<file path="src/rtl/dm_pkg.sv">
// Shared debug-module encodings: ROM routine selects, cmderr codes, command types
// and the debug ROM patch offsets for each routine.
package dm_pkg;

  typedef enum logic [2:0] {
    ROM_SET_GPR = 3'd0,
    ROM_GET_GPR = 3'd1,
    ROM_SET_CSR = 3'd2,
    ROM_GET_CSR = 3'd3,
    ROM_SET_MEM = 3'd4,
    ROM_GET_MEM = 3'd5
  } rom_sel_e;

  typedef enum logic [2:0] {
    ERR_NONE    = 3'd0,
    ERR_BUSY    = 3'd1,
    ERR_NOT_SUP = 3'd2,
    ERR_EXC     = 3'd3,
    ERR_HALT    = 3'd4,
    ERR_OTHER   = 3'd7
  } cmderr_e;

  localparam logic [7:0] CMDTYPE_REG = 8'd0;
  localparam logic [7:0] CMDTYPE_MEM = 8'd2;

  localparam logic [11:0] OFS_SET_GPR = 12'h11C;
  localparam logic [11:0] OFS_GET_GPR = 12'h154;
  localparam logic [11:0] OFS_SET_CSR = 12'h17C;
  localparam logic [11:0] OFS_GET_CSR = 12'h1A0;
  localparam logic [11:0] OFS_SET_MEM = 12'h1C4;
  localparam logic [11:0] OFS_GET_MEM = 12'h1E0;

  // Where in the ROM the instr_fix field lands for a given routine.
  function automatic logic [11:0] rom_patch_ofs(input logic [2:0] sel);
    logic [11:0] ofs;
    case (sel)
      ROM_SET_GPR: ofs = OFS_SET_GPR;
      ROM_GET_GPR: ofs = OFS_GET_GPR;
      ROM_SET_CSR: ofs = OFS_SET_CSR;
      ROM_GET_CSR: ofs = OFS_GET_CSR;
      ROM_SET_MEM: ofs = OFS_SET_MEM;
      default:     ofs = OFS_GET_MEM;
    endcase
    return ofs;
  endfunction

endpackage

</file>
<file path="src/rtl/dm_abscmd_if.sv">
// Debugger/hart-facing signals of the abstract command engine.
// master = debugger + hart side, slave = the command engine.
interface dm_abscmd_if;
  logic        cmd_valid;
  logic [31:0] cmd_data;
  logic [2:0]  cmderr_clr;
  logic        hart_halted;
  logic        hart_ack;
  logic        hart_done;
  logic        hart_exc;
  logic        go;
  logic [2:0]  rom_sel;
  logic [11:0] instr_fix;
  logic        busy;
  logic [2:0]  cmderr;

  modport master (
    output cmd_valid, cmd_data, cmderr_clr, hart_halted, hart_ack, hart_done, hart_exc,
    input  go, rom_sel, instr_fix, busy, cmderr
  );

  modport slave (
    input  cmd_valid, cmd_data, cmderr_clr, hart_halted, hart_ack, hart_done, hart_exc,
    output go, rom_sel, instr_fix, busy, cmderr
  );
endinterface

</file>
<file path="src/rtl/dm_cmd_decode.sv">
// Purely combinational check of an abstract command word; yields either an error
// code, a start request with routine select + ROM patch, or neither (no-op command).
module dm_cmd_decode
  import dm_pkg::*;
(
  input  logic [31:0] cmd_data,
  input  logic        hart_halted,
  output logic [2:0]  err,
  output logic        start,
  output logic [2:0]  rom_sel,
  output logic [11:0] instr_fix
);

  logic [7:0]  cmdtype;
  logic [2:0]  sz;
  logic [15:0] regno;
  logic        is_gpr;
  logic        is_csr;

  assign cmdtype = cmd_data[31:24];
  assign sz      = cmd_data[22:20];
  assign regno   = cmd_data[15:0];
  assign is_gpr  = (regno[15:5] == 11'h080);
  assign is_csr  = (regno[15:12] == 4'h0);

  always_comb begin
    err       = ERR_NONE;
    start     = 1'b0;
    rom_sel   = ROM_SET_GPR;
    instr_fix = 12'h000;
    if (cmdtype != CMDTYPE_REG && cmdtype != CMDTYPE_MEM) begin
      err = ERR_NOT_SUP;
    end else if (cmd_data[18] || cmd_data[19]) begin
      err = ERR_NOT_SUP;
    end else if (cmdtype == CMDTYPE_REG && !cmd_data[17]) begin
      // register access without transfer: completes immediately, nothing to run
      err = ERR_NONE;
    end else if (cmdtype == CMDTYPE_REG && (sz != 3'd2 || !(is_gpr || is_csr))) begin
      err = ERR_NOT_SUP;
    end else if (cmdtype == CMDTYPE_MEM && (sz > 3'd2 || cmd_data[23])) begin
      err = ERR_NOT_SUP;
    end else if (!hart_halted) begin
      err = ERR_HALT;
    end else begin
      start = 1'b1;
      if (cmdtype == CMDTYPE_MEM) begin
        rom_sel   = cmd_data[16] ? ROM_SET_MEM : ROM_GET_MEM;
        instr_fix = {9'b0, sz};
      end else if (is_gpr) begin
        rom_sel   = cmd_data[16] ? ROM_SET_GPR : ROM_GET_GPR;
        instr_fix = {7'b0, regno[4:0]};
      end else begin
        rom_sel   = cmd_data[16] ? ROM_SET_CSR : ROM_GET_CSR;
        instr_fix = regno[11:0];
      end
    end
  end

endmodule

</file>
<file path="src/rtl/dm_abscmd.sv">
// Abstract command engine: IDLE -> GO (go raised, 1 cycle after accept) -> EXEC until
// the hart finishes, faults or the watchdog expires; sticky cmderr with set-beats-clear.
module dm_abscmd
  import dm_pkg::*;
#(
  parameter int TIMEOUT = 1024
) (
  input  logic        clk,
  input  logic        rst,
  dm_abscmd_if.slave  bus
);

  localparam int WDW = (TIMEOUT > 2) ? $clog2(TIMEOUT) : 1;

  typedef enum logic [1:0] {S_IDLE, S_GO, S_EXEC} state_e;

  state_e          state_q, state_d;
  logic [WDW-1:0]  wdog_q, wdog_d;
  logic [2:0]      cmderr_q, cmderr_d;
  logic [2:0]      rom_sel_q, rom_sel_d;
  logic [11:0]     fix_q, fix_d;
  logic            expired;

  logic [2:0]      dec_err;
  logic            dec_start;
  logic [2:0]      dec_rom_sel;
  logic [11:0]     dec_fix;

  dm_cmd_decode u_decode (
    .cmd_data    (bus.cmd_data),
    .hart_halted (bus.hart_halted),
    .err         (dec_err),
    .start       (dec_start),
    .rom_sel     (dec_rom_sel),
    .instr_fix   (dec_fix)
  );

  assign expired = (wdog_q == WDW'(TIMEOUT - 1));

  always_comb begin
    state_d   = state_q;
    wdog_d    = wdog_q;
    rom_sel_d = rom_sel_q;
    fix_d     = fix_q;
    cmderr_d  = cmderr_q & ~bus.cmderr_clr;
    case (state_q)
      S_IDLE: begin
        if (bus.cmd_valid && cmderr_q == ERR_NONE) begin
          if (dec_err != ERR_NONE) begin
            cmderr_d = dec_err;
          end else if (dec_start) begin
            state_d   = S_GO;
            wdog_d    = '0;
            rom_sel_d = dec_rom_sel;
            fix_d     = dec_fix;
          end
        end
      end
      S_GO, S_EXEC: begin
        if (bus.cmd_valid && cmderr_q == ERR_NONE) cmderr_d = ERR_BUSY;
        wdog_d = wdog_q + 1'b1;
        // completion in EXEC wins over the watchdog; an ack on the last cycle does not
        if (state_q == S_EXEC && bus.hart_exc) begin
          state_d  = S_IDLE;
          cmderr_d = ERR_EXC;
        end else if (state_q == S_EXEC && bus.hart_done) begin
          state_d = S_IDLE;
        end else if (expired) begin
          state_d  = S_IDLE;
          cmderr_d = ERR_OTHER;
        end else if (state_q == S_GO && bus.hart_ack) begin
          state_d = S_EXEC;
        end
      end
      default: state_d = S_IDLE;
    endcase
  end

  always_ff @(posedge clk) begin
    if (rst) begin
      state_q   <= S_IDLE;
      wdog_q    <= '0;
      cmderr_q  <= ERR_NONE;
      rom_sel_q <= ROM_SET_GPR;
      fix_q     <= 12'h000;
    end else begin
      state_q   <= state_d;
      wdog_q    <= wdog_d;
      cmderr_q  <= cmderr_d;
      rom_sel_q <= rom_sel_d;
      fix_q     <= fix_d;
    end
  end

  assign bus.go        = (state_q == S_GO);
  assign bus.busy      = (state_q != S_IDLE);
  assign bus.cmderr    = cmderr_q;
  assign bus.rom_sel   = rom_sel_q;
  assign bus.instr_fix = fix_q;

endmodule

</file>
<file path="src/flat_wrapper.sv">
// flat-port wrapper written by rule: the top's interface ports become plain ports
module dm_abscmd_flat import dm_pkg::*;
#(
  parameter int TIMEOUT = 1024
)
  (clk, rst, bus_cmd_valid, bus_cmd_data, bus_cmderr_clr, bus_hart_halted, bus_hart_ack, bus_hart_done, bus_hart_exc, bus_go, bus_rom_sel, bus_instr_fix, bus_busy, bus_cmderr);
  dm_abscmd_if bus_i ();
  input  logic clk;
  input  logic rst;
  input wire logic [$bits(bus_i.cmd_valid)-1:0] bus_cmd_valid;
  input wire logic [$bits(bus_i.cmd_data)-1:0] bus_cmd_data;
  input wire logic [$bits(bus_i.cmderr_clr)-1:0] bus_cmderr_clr;
  input wire logic [$bits(bus_i.hart_halted)-1:0] bus_hart_halted;
  input wire logic [$bits(bus_i.hart_ack)-1:0] bus_hart_ack;
  input wire logic [$bits(bus_i.hart_done)-1:0] bus_hart_done;
  input wire logic [$bits(bus_i.hart_exc)-1:0] bus_hart_exc;
  output wire logic [$bits(bus_i.go)-1:0] bus_go;
  output wire logic [$bits(bus_i.rom_sel)-1:0] bus_rom_sel;
  output wire logic [$bits(bus_i.instr_fix)-1:0] bus_instr_fix;
  output wire logic [$bits(bus_i.busy)-1:0] bus_busy;
  output wire logic [$bits(bus_i.cmderr)-1:0] bus_cmderr;
  assign bus_i.cmd_valid = bus_cmd_valid;
  assign bus_i.cmd_data = bus_cmd_data;
  assign bus_i.cmderr_clr = bus_cmderr_clr;
  assign bus_i.hart_halted = bus_hart_halted;
  assign bus_i.hart_ack = bus_hart_ack;
  assign bus_i.hart_done = bus_hart_done;
  assign bus_i.hart_exc = bus_hart_exc;
  assign bus_go = bus_i.go;
  assign bus_rom_sel = bus_i.rom_sel;
  assign bus_instr_fix = bus_i.instr_fix;
  assign bus_busy = bus_i.busy;
  assign bus_cmderr = bus_i.cmderr;
  dm_abscmd #(.TIMEOUT(TIMEOUT)) u_core (.clk(clk), .rst(rst), .bus(bus_i));
endmodule
</file>
<file path="config.mk">
export PLATFORM = sky130hd
export DESIGN_NAME = dm_abscmd_flat
export DESIGN_NICKNAME = d
export VERILOG_FILES = /design/src/rtl/dm_pkg.sv /design/src/rtl/dm_abscmd_if.sv /design/src/rtl/dm_cmd_decode.sv /design/src/rtl/dm_abscmd.sv /design/src/flat_wrapper.sv
export SDC_FILE = /design/constraint.sdc
export NUM_CORES = 1
export LEC_CHECK = 0
export ABC_AREA = 1
export ABC_CLOCK_PERIOD_IN_PS = 2000
export CORE_MARGIN = 2
export CORE_UTILIZATION = 47
export DETAILED_ROUTE_END_ITERATION = 8
export GPL_ROUTABILITY_DRIVEN = 0
export PLACE_DENSITY = 0.78
export SLEW_MARGIN = 20
export SYNTH_ARGS = -nofsm -noshare
export SYNTH_HDL_FRONTEND = slang
export SYNTH_SLANG_ARGS = --single-unit
</file>
<file path="constraint.sdc">
create_clock -name clk -period 2 [get_ports clk]
set_input_delay 0.4 -clock clk [delete_from_list [all_inputs] [get_ports clk]]
set_output_delay 0.4 -clock clk [all_outputs]
set_load 0.03 [all_outputs]
</file>
== Word level (Yosys, flattened, before mapping) ==
Index checks and enable logic that the tools add are counted.
Word-level totals
  register bits after elaboration: 30
  logic and storage cells: 97
Cells by class
  add/subtract/negate cells: 1
  order comparisons: 1
  equal/unequal tests: 11
  multiplexer cells: 50
  bitwise logic cells: 3
  reduce and logical (&&, ||, !) cells: 26
Operators with widths (count)
  $mux W12: 8
  $mux W3: 19
  $mux W10: 3
  $pmux W10 S2: 1
  $mux W2: 8
  $reduce_and A4 Y1: 3
  $eq A11 B8 Y1 const B: 1
  $add A10 B1 Y10 const B: 1
  $eq A10 B10 Y1 const B: 1
  $mux W1: 9
  $eq A8 B2 Y1 const B: 1
  $logic_and A1 B1 Y1: 8
  $logic_not A8 Y1: 1
  $ne A8 B2 Y1 const B: 1
  $reduce_bool A8 Y1: 1
  $pmux W3 S2: 1
  $ne A5 B1 Y1 const B: 1
  $logic_not A4 Y1: 1
  $logic_or A1 B1 Y1: 4
  $ne A2 B1 Y1 const B: 2
  $pmux W2 S2: 1
  $reduce_bool A2 Y1: 2
  $and A3 B3 Y3: 1
  $gt A3 B2 Y1 const B: 1
  other kinds (11): 12

== Longest topological paths before layout ==
Gate-level depths: netlist (run 1).
  depth after elaboration: 13
  gate-level depth with buffers: 16
  mapped depth without buffers: 15

== Cells and area by module ==
A second synthesis (run 1) with hierarchy kept.
Unflattened totals
  cells, all modules: 334
  area, all modules: 2019.4 µm²
Modules (own cells, without submodules)
  dm_abscmd: times used 1, cells each 242, area each 1576.5 µm²
  dm_cmd_decode: times used 1, cells each 92, area each 442.9 µm²

== Worst setup path after synthesis (run 1) ==
OpenSTA, ideal clock, no wires.
  path kind: input to register
  start: input port bus_cmd_data[14]
  end: register u_core.wdog_q[6]
  setup time: 0.118 ns
  arrival time: 1.664 ns
  data required time: 1.882 ns
  slack: 0.218 ns
  stages: 13
  buffers on the path: 0
  cell sequence: nor2_1 -> nand2_1 -> or2_0 -> nand2_1 -> nand2_1 -> nand2_4 -> nand4_2 -> nand2_2 -> nand2_2 -> o21ai_2 -> inv_1 -> nand2_1 -> nor2_1
On the way
  longest elaborated chain between the ends: 12
  elaborated cells on any way between the ends: 18
RTL lines
  start, declared: RTL line flat_wrapper.sv:11  | input wire logic [$bits(bus_i.cmd_data)-1:0] bus_cmd_data;
  $eq A11 B8 Y1 / $logic_not A4 Y1 (equally long branches): RTL line dm_cmd_decode.sv:23, dm_cmd_decode.sv:24
  $logic_or A1 B1 Y1 *: RTL line dm_cmd_decode.sv:38  | end else if (cmdtype == CMDTYPE_REG && (sz != 3'd2 || !(is_gpr || is_csr))) begin
  $logic_not A1 Y1 *: RTL line dm_cmd_decode.sv:38
  $logic_or A1 B1 Y1 *: RTL line dm_cmd_decode.sv:38
  $logic_and A1 B1 Y1 *: RTL line dm_cmd_decode.sv:38
  $mux W3: RTL line dm_cmd_decode.sv:38
  $mux W3: RTL line dm_cmd_decode.sv:35  | end else if (cmdtype == CMDTYPE_REG && !cmd_data[17]) begin
  $mux W3: RTL line dm_cmd_decode.sv:33  | end else if (cmd_data[18] || cmd_data[19]) begin
  $mux W3: RTL line dm_cmd_decode.sv:31  | if (cmdtype != CMDTYPE_REG && cmdtype != CMDTYPE_MEM) begin
  $reduce_bool A3 Y1: RTL line dm_abscmd.sv:49  | if (dec_err != ERR_NONE) begin
  $ne A2 B2 Y1 (no source line)
  $reduce_and A4 Y1 (no source line) *
  end signal, assigned: RTL line dm_abscmd.sv:88  | wdog_q <= wdog_d;
  end, declared: RTL line dm_abscmd.sv:18  | logic [WDW-1:0] wdog_q, wdog_d;
Mark *: on every way between the ends. The rest lies on a longest branch, timed or not.
A chain may end at the register's enable or synchronous reset.

== Worst setup path in the final report (run 1) ==
  start: register u_core.state_q[0]
  end: output port bus_busy
On the way
  longest elaborated chain between the ends: 1
RTL lines
  start, declared: RTL line dm_abscmd.sv:17  | state_e state_q, state_d;
  start signal, assigned: RTL line dm_abscmd.sv:87  | state_q <= state_d;
  $reduce_bool A2 Y1: RTL line dm_abscmd.sv:96  | assign bus.busy = (state_q != S_IDLE);
  end, declared: RTL line flat_wrapper.sv:20  | output wire logic [$bits(bus_i.busy)-1:0] bus_busy;
No other way between the ends.

==> flow_summary_export.csv, run 1 <==
group,metric,value,unit
logic_synthesis,ys_async_sr_fraction,0,%
cts,clock-root-buffer,"clkbuf_8",
logic_synthesis,synth_edf_count,0,
global_routing,grt_pass1_vias,2103,
floorplan,coreArea,0.00400,sq mm
logic_synthesis,synth_ff_type,"dfxtp_1",
sta,min_period,1.88,ns
sta,finalSetupViolations,0,
sta,rsz0062_at_grt,"no",
routing,ant_nets,0,
place,pre_cts_slack,-0.288,ns
power,peakVddDrop,0.000535,V
power,power.share.clock,37.6,%
global_routing,overflow,0,
sta,worstMarginPinSlew,0.404,ns
critical_path,crit_arrival,1.48,ns
routing,top_layer,"met4",
power,p_per_area,412,mW/mm^2
global_routing,grtUsageTotal,24.1,%
global_routing,grt_max_degree,12,
routing,drt_wl_total,5760,um
cts,cts-buffers-inserted,5,
routing,route.detailed.drc,0,
logic_synthesis,synth_top_area_cell,"dfxtp_1",
logic_synthesis,synth_warnings,0,
cts,cts.sinks,30,
logic_synthesis,synth.area.top_cells,"dfxtp_1 (31%), nand2_1 (12%), nor2_1 (11%), inv_1 (8.0%), nand3_1 (7.6%)",
floorplan,die_width,68.7,um
sta,finalWorstSetupSlack,0.117,ns
logic_synthesis,yosysSeqAreaShare,30.6,%
cts,ctsHtreeMaxLevel,2,
cells_and_area,finalNetCount,470,
critical_path,path_class,"reg2out",
floorplan,fp.dieArea,0.00472,sq mm
power,combPwrFrac,17.0,%
floorplan,die_height,68.7,um
critical_path,max_stage_delay,0.41,ns
run_status,status,"complete, no violations",
sta,fin_crit_sh,94.2,%
critical_path,required,1.60,ns
sta,finalHoldViolations,0,
floorplan,start_util,49.1,%
cts,clkTransAtPathRegs,0.06,ns
sta,fin_skew,0.00390,ns
routing,vias_per_cell,4.99,
sta,maxSlewViolCount,0,
power,p_sw,0.000322,W
routing,wl_met1,2380,um
logic_synthesis,synth_commonest_cells,"nand2_1 (61), nor2_1 (57), inv_1 (42)",
floorplan,row_count,23,
run,maxCapViolCount,0,
cells_and_area,final_core_util,80.6,%
logic_synthesis,synth_seq_cells,30,
place,port_buffers,61,
cells_and_area,antenna_cells,0,
critical_path,r2r_start,"u_core.state_q[0]$_SDFFE_PP0P_",
routing,dr_wl_met3,356,um
routing,drtPass1Iterations,4,
logic_synthesis,synth_most_common_cell,"nand2_1",
critical_path,critPathLaunchType,"flop",
sta,fmax,0.531,GHz
routing,detailedRoute.firstIterationViolations,69,
worst_hold_path,worstHoldStart,"u_core.bus.rom_sel[1]$_SDFFE_PP0P_",
place,dpl.hpwl,4410,um
logic_synthesis,synthDistinctLibCells,34,
critical_path,cp_max_fo,4,
logic_synthesis,synth.top_cell.area_share,30.6,%
routing,vias,2367,
critical_path,endpoint_kind,"output pin",
logic_synthesis,synth_nets,359,
logic_synthesis,synth_cells,312,
power,power_frac_seq,45.4,%
power,p_int,0.00100,W
sta,setup_tns,0,ns
sta,timing.slew.headroom,72.9,%
critical_path,crit_top_cell,"inv_1",
cts,cts_tree,"yes",
worst_hold_path,min_path_type,"reg2reg",
cells_and_area,area_growth,64.0,%
power,switching_share,24.3,%
cts,clockBufferDepth,2,
power,p_leak,1.54,nW
cells_and_area,fillCellCount,287,
cells_and_area,drive_above_1_share,23.6,%
logic_synthesis,synth.cell_area,0.00197,sq mm
routing,dr_wl_met2,2950,um
power,power,0.00133,W
global_routing,antenna_found_initial,0,
routing,wl_per_cell,12.1,um
floorplan,io_pins,62,
critical_path,cp_slowest_cell,"dlygate4sd2_1",
cts,clock_latency,0.28,ns
critical_path,crit_start,"u_core.state_q[0]$_SDFFE_PP0P_",
logic_synthesis,syn_avg_cell_area,6.30,sq um
critical_path,path_cells,"inv_1, ha_1, inv_1, dlygate4sd2_1",
global_routing,grt_pass1_wl,8550,um
## critical path, delay by kind of cell, from the launching register on
family / cells / cell delay [ns]
flip-flops: 1 / 0.40
adder cells (fa/ha/maj): 1 / 0.23
buffers and inverters: 3 / 0.57
## routing by layer
metal | vias up | GRT usage [%]
met3 | 10 | 6.17
li1 | 1233 | -
met2 | 62 | 45.8
met4 | 0 | 5.00
met5 | - | 0
met1 | 1062 | 26.8
## cell families after synthesis
family	share of synthesized area (%)
AND/OR/NAND/NOR	43.0
buffers and inverters	10.4
AO/OA/AOI/OAI	11.6
flip-flops	30.6
adder cells (fa/ha/maj)	3.18
XOR/XNOR	1.34
## per-stage QoR
stage | area, sq um | cells | hold WS (ns)
finish | 3220 | 474 | 0.470
detailed placement | 2910 | 459 | 0.464
global placement | 2910 | 459 | 0.454
floorplan | 1970 | 312 | 0.465
global route | 3220 | 474 | 0.485
CTS | 3010 | 467 | 0.474
## worst paths after layout
path                            cells past startpoint                            endpoint  slack, ns
worst max register to register                      8       u_core.wdog_q[4]$_SDFFE_PP0P_       0.21
worst min-delay path                                2  u_core.bus.rom_sel[1]$_SDFFE_PP0P_       0.47
worst max-delay path                                4                            bus_busy       0.12
worst min register to register                      2  u_core.bus.rom_sel[1]$_SDFFE_PP0P_       0.47
## cell usage in the layout, fill, tap and decap left out, types with 2 or more instances in the layout
cell type,count
o211ai_1,3
xnor2_1,2
buf_4,45
nor2_2,9
nand2_2,10
nor2_4,6
dfxtp_1,30
nand2_1,57
ha_1,5
nand2_4,4
nor3_1,6
o21ai_0,6
o21ai_1,5
o21ai_2,5
nand4_1,6
clkdlybuf4s50_1,38
dlymetal6s2s_1,22
nor2_1,48
buf_6,2
inv_2,5
nand3_1,30
a21oi_1,18
clkbuf_8,6
inv_1,37
## area by class of cell
type                            count  area, sq um  area share [%]
Timing Repair inverter              1         6.26           0.194
Clock inverter                      2         12.5           0.388
Sequential cell                    30          601            18.6
Timing Repair Buffer              108         1020            31.8
Tap cell                           50         62.6            1.94
Clock buffer                        6         82.6            2.56
Multi-Input combinational cell    234         1260            39.2
Inverter                           43          169            5.24
## sequential cells by signal, indices dropped and copies added (netlist names)
name / flops
u_core.bus.rom_sel: 3
u_core.wdog_q: 10
u_core.bus.instr_fix: 12
u_core.bus.cmderr: 3
u_core.state_q: 2
## power by group through the flow
stage	Clock (W)	Combinational, W	Sequential (W)
6_report	0.000499	0.000226	0.000602
2_1_floorplan	0	0.0000609	0.000622
5_1_grt	0.000544	0.000244	0.000602
3_5_place_dp	0	0.000208	0.000616
4_1_cts	0.000515	0.000210	0.000602
3_3_place_gp	0	0.000205	0.000616
## what timing repair did
| item | 4_1_cts | 5_1_grt |
|---|---|---|
| gates resized for setup | 2 | 63 |
| setup endpoints to repair | 2 | 25 |
| gates cloned | 0 | 2 |
| buffers inserted | 0 | 5 |
| pin swaps | 0 | 29 |
| hold buffers | 0 | 0 |
No activity file was read; power rests on OpenSTA's default activity.
==> run 2, diff against run 1 <==
--- a/config.mk
+++ b/config.mk
@@ -11,7 +11,8 @@
 export CORE_UTILIZATION = 47
 export DETAILED_ROUTE_END_ITERATION = 8
 export GPL_ROUTABILITY_DRIVEN = 0
-export PLACE_DENSITY = 0.78
+export MAX_ROUTING_LAYER = met4
+export PLACE_DENSITY = 0.81
 export SLEW_MARGIN = 20
 export SYNTH_ARGS = -nofsm -noshare
 export SYNTH_HDL_FRONTEND = slang
==> run 2 against run 1 <==
Effect of this change:
- the flow now finishes with violations (setup timing)
- non-clock buffer count grew 10
- total power grew 5.2%
- global-route usage grew 3.4 points
- worst hold slack gained 0.016 ns
- critical path depth grew 13
- critical path type is now in2reg
- highest routed layer unchanged
==> flow_summary_export.csv, run 2 (synthesis results as in run 1) <==
group,metric,value,unit
sta,finalHoldViolations,0,
floorplan,die_width,68.7,um
critical_path,endpoint_kind,"flop",
critical_path,path_class,"in2reg",
critical_path,cp_max_fo,6,
sta,worstMarginPinSlew,0.393,ns
routing,vias,2801,
cells_and_area,drive_above_1_share,27.4,%
cts,clockBufferDepth,2,
cells_and_area,final_common_cell,"nand2_1",
power,power.share.clock,39.1,%
cells_and_area,area_growth,76.2,%
power,p_sw,0.000387,W
floorplan,fp.dieArea,0.00472,sq mm
floorplan,die_height,68.7,um
place,port_buffers,61,
sta,min_period,2.11,ns
critical_path,required,2.22,ns
routing,drtPass1Iterations,6,
power,p_per_area,403,mW/mm^2
routing,vias_per_cell,5.79,
critical_path,crit_arrival,2.33,ns
global_routing,grt_pass1_vias,2276,
power,p_leak,1.57,nW
cells_and_area,multi_input_area,0.00137,sq mm
routing,route.detailed.drc,0,
sta,maxSlewViolCount,0,
routing,detailedRoute.firstIterationViolations,286,
cells_and_area,final_core_util,86.6,%
sta,finalWorstSetupSlack,-0.115,ns
cts,cts_tree,"yes",
power,combPwrFrac,17.7,%
cells_and_area,fillCellCount,214,
worst_hold_path,min_path_type,"reg2reg",
cts,cts.sinks,30,
routing,wl_per_cell,17.4,um
sta,finalSetupViolations,20,
sta,fin_skew,0.0108,ns
sta,fin_crit_sh,106,%
cells_and_area,register_area,602,sq um
global_routing,grt_pass1_wl,9550,um
routing,ant_nets,0,
cells_and_area,mostFrequentLayoutCells,"nand2_1 (53), nor2_1 (49), buf_4 (46)",
floorplan,start_util,49.1,%
sta,fmax,0.473,GHz
floorplan,row_count,23,
cells_and_area,largest_register_ffs,12,
routing,drt_wl_total,8440,um
place,placed_area,0.00298,sq mm
cells_and_area,final_cell_area,0.00346,sq mm
floorplan,coreArea,0.00400,sq mm
sta,timing.slew.headroom,73.6,%
cts,clkTransAtPathRegs,0.08,ns
critical_path,critPathLaunchType,"input port",
power,power_frac_seq,43.1,%
global_routing,antenna_found_initial,0,
place,dpl.hpwl,4670,um
global_routing,grtUsageTotal,27.5,%
power,p_int,0.00101,W
global_routing,overflow,0,
cts,clock-root-buffer,"clkbuf_8",
run,maxCapViolCount,0,
cts,ctsHtreeMaxLevel,2,
power,switching_share,27.7,%
cts,clock_latency,0.29,ns
cells_and_area,antenna_cells,0,
cells_and_area,finalNetCount,480,
cts,hold_buffers,0,
run_status,status,"finished, violations left",
floorplan,io_pins,62,
cts,cts-buffers-inserted,5,
global_routing,grt_max_degree,12,
run_status,violations,"setup timing",
power,peakVddDrop,0.000493,V
==> run 2: cell count changes in the layout (fill, tap and decap cells not counted), moves of 3 or more <==
cell | before | now
dlymetal6s2s_1 | 22 | 15
nand3_1 | 30 | 23
nand3_2 | 1 | 8
dlygate4sd2_1 | 1 | 6
o21ai_2 | 5 | 0
buf_12 | 0 | 4
nand2_1 | 57 | 53
buf_6 | 2 | 5
nand2_8 | 0 | 3
o21ai_1 | 5 | 8
==> run 2: repair_timing <==
item | 4_1_cts | 5_1_grt
cloned | 1 | 2
buffers inserted | 4 | 6
endpoints found under the setup margin | 21 | 25
resized for setup | 13 | 72
pin swaps | 4 | 31
==> run 2: cell type report <==
| type | count | area share, % |
|---|---|---|
| inverters | 43 | 4.88 |
| clock inverters | 2 | 0.361 |
| repair inverters | 1 | 0.181 |
| repair buffers | 118 | 33.6 |
| clock buffers | 6 | 2.38 |
| multi-input cells | 234 | 39.5 |
| well taps | 50 | 1.81 |
| flip-flops and latches | 30 | 17.4 |
==> run 2: worst max-delay path, stage by stage <==
cell and delay (ns):
dlygate4sd2_1 0.25, nor2_1 0.16, nand2_1 0.10, nor2_1 0.13, nand2_1 0.10, nand2_1 0.09
nand2_2 0.09, nand2_8 0.11, nand2_4 0.07, nand2_2 0.10, nand3_2 0.10, nor2_4 0.13
buf_12 0.14, nand2_8 0.08, inv_8 0.08, nor2_1 0.05, nor2_1 0.16
==> run 2: routing by layer <==
| layer | share of wire [%] | vias to the layer above | global-route usage (%) |
|---|---|---|---|
| li1 | - | 1249 | - |
| met5 | 0 | - | - |
| met1 | 37 | 1305 | 29.6 |
| met3 | 7.7 | 62 | 4.87 |
| met2 | 49 | 185 | 50.7 |
| met4 | 6.0 | 0 | 9.00 |
==> run 2: power by group through the flow <==
| stage | clock network [W] | registers (W) | logic [W] |
|---|---|---|---|
| 6_report | 0.000546 | 0.000602 | 0.000247 |
| 5_1_grt | 0.000562 | 0.000602 | 0.000260 |
| 4_1_cts | 0.000532 | 0.000602 | 0.000212 |
| 3_5_place_dp | 0 | 0.000615 | 0.000211 |
| 3_3_place_gp | 0 | 0.000615 | 0.000207 |
| 2_1_floorplan | 0 | 0.000622 | 0.0000609 |
==> run 2: through the flow <==
step                      setup TNS (ns)  setup WS [ns]  power, W  cells  hold slack (ns)
after floorplan                        0          0.218  0.000683    312            0.465
final                             -0.894         -0.115   0.00140    484            0.485
after global routing               -2.33         -0.154   0.00142    484            0.503
after CTS                              0        0.00226   0.00135    476            0.478
after detailed placement           -8.44         -0.412  0.000827    463            0.462
after global placement             -6.28         -0.300  0.000823    463            0.454
==> run 2: final timing paths <==
| kind | startpoint | to | slack, ns | cells past startpoint |
|---|---|---|---|---|
| worst max-delay path | bus_cmd_data[5] | u_core.bus.instr_fix[6]$_SDFFE_PP0P_ | -0.11 | 17 |
| worst min-delay path | u_core.wdog_q[0]$_SDFFE_PP0P_ | u_core.wdog_q[0]$_SDFFE_PP0P_ | 0.49 | 2 |
| worst max register to register | u_core.state_q[0]$_SDFFE_PP0P_ | u_core.state_q[0]$_SDFFE_PP0P_ | 0.09 | 12 |
| worst min register to register | u_core.wdog_q[0]$_SDFFE_PP0P_ | u_core.wdog_q[0]$_SDFFE_PP0P_ | 0.49 | 2 |
==> run 3, diff against run 2 <==
--- a/config.mk
+++ b/config.mk
@@ -7,13 +7,11 @@
 export LEC_CHECK = 0
 export ABC_AREA = 1
 export ABC_CLOCK_PERIOD_IN_PS = 2000
-export CORE_MARGIN = 2
 export CORE_UTILIZATION = 47
 export DETAILED_ROUTE_END_ITERATION = 8
 export GPL_ROUTABILITY_DRIVEN = 0
 export MAX_ROUTING_LAYER = met4
 export PLACE_DENSITY = 0.81
-export SLEW_MARGIN = 20
 export SYNTH_ARGS = -nofsm -noshare
 export SYNTH_HDL_FRONTEND = slang
 export SYNTH_SLANG_ARGS = --single-unit
==> run 3 against run 2 <==
Effect of this change:
- the flow now finishes without violations
- final area down 4.4%
- combinational power is 4% lower
- first-iteration DRC count fell by 34%
- non-clock buffer count down 6
- clock skew fell by 0.0047 ns
- utilization is 3.8 points lower
- clock power increased by 44%
- register-to-register slack better by 0.12 ns
- global-route usage increased by 2.1 points
- total power grew 16%
- clock-buffer cell count did not move
- sequential share of layout area rose by 0.80 points
- critical path type unchanged
- largest cell class unchanged
- largest power group is now the clock network
==> flow_summary_export.csv, run 3 (synthesis results as in run 1) <==
group,metric,value,unit
critical_path,crit_top_cell,"nand2_4",
sta,maxSlewViolCount,0,
critical_path,critPathLaunchType,"input port",
cts,ctsHtreeMaxLevel,2,
critical_path,crit_start,"bus_cmd_data[20]",
critical_path,endpoint_kind,"flop",
global_routing,antenna_found_initial,0,
sta,finalWorstSetupSlack,0.0537,ns
place,port_buffers,61,
cts,clock-root-buffer,"clkbuf_8",
cells_and_area,final_common_cell,"nand2_1",
sta,min_period,1.95,ns
cells_and_area,multi_input_area,0.00127,sq mm
worst_hold_path,min_path_type,"reg2reg",
cells_and_area,area_growth,68.4,%
critical_path,crit_arrival,2.17,ns
floorplan,row_count,23,
cells_and_area,drive_above_1_share,24.1,%
floorplan,die_height,66.7,um
critical_path,cp_slowest_cell,"clkdlybuf4s50_1",
power,p_int,0.00126,W
floorplan,start_util,49.1,%
routing,detailedRoute.firstIterationViolations,188,
worst_hold_path,hold_depth,2,
cts,cts-buffers-inserted,5,
critical_path,path_delay_family,"simple AND/OR/NAND/NOR gates",
critical_path,path_cells,"clkdlybuf4s50_1, nor3_2, nand2_2, nand2_4, nand2_4, nand2_4, nand3_4, nor2_4, nand2_4, inv_4, nor2_1, nor2_1",
global_routing,grtUsageTotal,29.7,%
floorplan,die_width,66.7,um
power,p_leak,1.58,nW
power,power.share.clock,48.4,%
cts,clockBufferDepth,2,
run_status,status,"complete, no violations",
sta,fin_crit_sh,97.3,%
global_routing,grt_pass1_wl,9650,um
cells_and_area,mostFrequentLayoutCells,"nand2_1 (57), nor2_1 (48), buf_4 (47)",
sta,setup_tns,0,ns
routing,drt_wl_total,7150,um
cells_and_area,final_cell_area,0.00331,sq mm
power,p_sw,0.000364,W
power,switching_share,22.4,%
sta,finalHoldViolations,0,
critical_path,path_class,"in2reg",
cells_and_area,antenna_cells,0,
floorplan,fp.dieArea,0.00444,sq mm
routing,vias_per_cell,5.33,
routing,wl_per_cell,15.0,um
critical_path,max_stage_delay,0.46,ns
critical_path,cp_max_fo,6,
power,power_frac_seq,37.1,%
critical_path,path_buf_inv,2,
critical_path,cp.depth,12,
cells_and_area,largest_register_ffs,12,
floorplan,coreArea,0.00400,sq mm
cts,cts.sinks,30,
place,pre_cts_slack,-0.295,ns
place,dpl.hpwl,4450,um
cells_and_area,instances_no_fill,478,
sta,finalSetupViolations,0,
place,placed_area,0.00293,sq mm
routing,vias,2548,
cells_and_area,register_area,602,sq um
run,maxCapViolCount,0,
sta,timing.slew.headroom,73.8,%
sta,fin_skew,0.00616,ns
place,placed_cells,460,
routing,drtPass1Iterations,5,
global_routing,grt_max_degree,12,
cts,clock_latency,0.29,ns
floorplan,io_pins,62,
sta,worstMarginPinSlew,0.390,ns
cells_and_area,fillCellCount,261,
power,combPwrFrac,14.6,%
power,p_per_area,490,mW/mm^2
sta,fmax,0.514,GHz
routing,route.detailed.drc,0,
critical_path,required,2.23,ns
routing,ant_nets,0,
cells_and_area,finalNetCount,474,
cts,clkTransAtPathRegs,0.07,ns
power,peakVddDrop,0.000425,V
critical_path,worstRegToRegCells,9,
cts,cts_tree,"yes",
worst_hold_path,worstHoldStart,"u_core.bus.instr_fix[4]$_SDFFE_PP0P_",
global_routing,overflow,0,
global_routing,grt_pass1_vias,2267,
critical_path,r2r_start,"u_core.state_q[0]$_SDFFE_PP0P_",
run 3: cell types whose count changed in the layout (fill, tap and decap cells not counted), moves of 3 or more:
cell / previous run / this run
dlymetal6s2s_1: 15 / 20
dlygate4sd2_1: 6 / 1
nand3_2: 8 / 1
o21ai_1: 8 / 5
nand2_1: 53 / 57
o21ai_2: 0 / 3
nand3_1: 23 / 29
nand2_8: 3 / 0
buf_12: 4 / 1
run 3: power groups by stage:
| stage | Sequential (W) | Combinational, W | Clock (W) |
|---|---|---|---|
| after floorplan | 0.000622 | 0.0000609 | 0 |
| after global placement | 0.000615 | 0.000207 | 0 |
| after detailed placement | 0.000616 | 0.000209 | 0 |
| after CTS | 0.000602 | 0.000216 | 0.000789 |
| after global routing | 0.000602 | 0.000249 | 0.000819 |
| final | 0.000602 | 0.000236 | 0.000785 |
run 3: final cells by class:
type,count,share of cell area [%]
multi-input cells,234,38.3
repair buffers,112,32.0
flip-flops and latches,30,18.2
inverters,43,5.10
clock buffers,6,2.49
well taps,50,1.89
clock inverters,2,1.81
repair inverters,1,0.189
run 3: final timing paths:
check,end,slack [ns]
worst max-delay path,u_core.bus.instr_fix[6]$_SDFFE_PP0P_,0.05
worst min-delay path,u_core.bus.instr_fix[4]$_SDFFE_PP0P_,0.47
worst max register to register,u_core.wdog_q[2]$_SDFFE_PP0P_,0.21
worst min register to register,u_core.bus.instr_fix[4]$_SDFFE_PP0P_,0.47
run 3: per-layer routing:
layer | part of all wire (%) | GRT usage (%)
met5 | 0 | -
met4 | 4.5 | 13.6
met3 | 6.1 | 7.88
met2 | 52 | 54.3
met1 | 38 | 29.0
run 3: repair_timing:
item | 4_1_cts | 5_1_grt
cloned | 0 | 3
buffers inserted | 0 | 7
pin swaps | 0 | 27
hold buffers | 0 | 0
setup endpoints to repair | 13 | 30
resized for setup | 9 | 57
run 3: per-stage QoR:
step,util [%],total power (W),hold slack [ns]
2_1_floorplan,-,0.000683,0.465
3_3_place_gp,73.3,0.000822,0.447
3_5_place_dp,73.3,0.000825,0.458
4_1_cts,77.2,0.00161,0.472
5_1_grt,82.8,0.00167,0.498
6_report,82.8,0.00162,0.472
run 3: worst reg2reg max path: cells and delay by family (launching register included):
kind,cells,cell delay (ns)
AO/OA/AOI/OAI,2,0.39
adder cells (fa/ha/maj),1,0.23
buffers and inverters,3,0.43
AND/OR/NAND/NOR,3,0.29
flip-flops,1,0.40
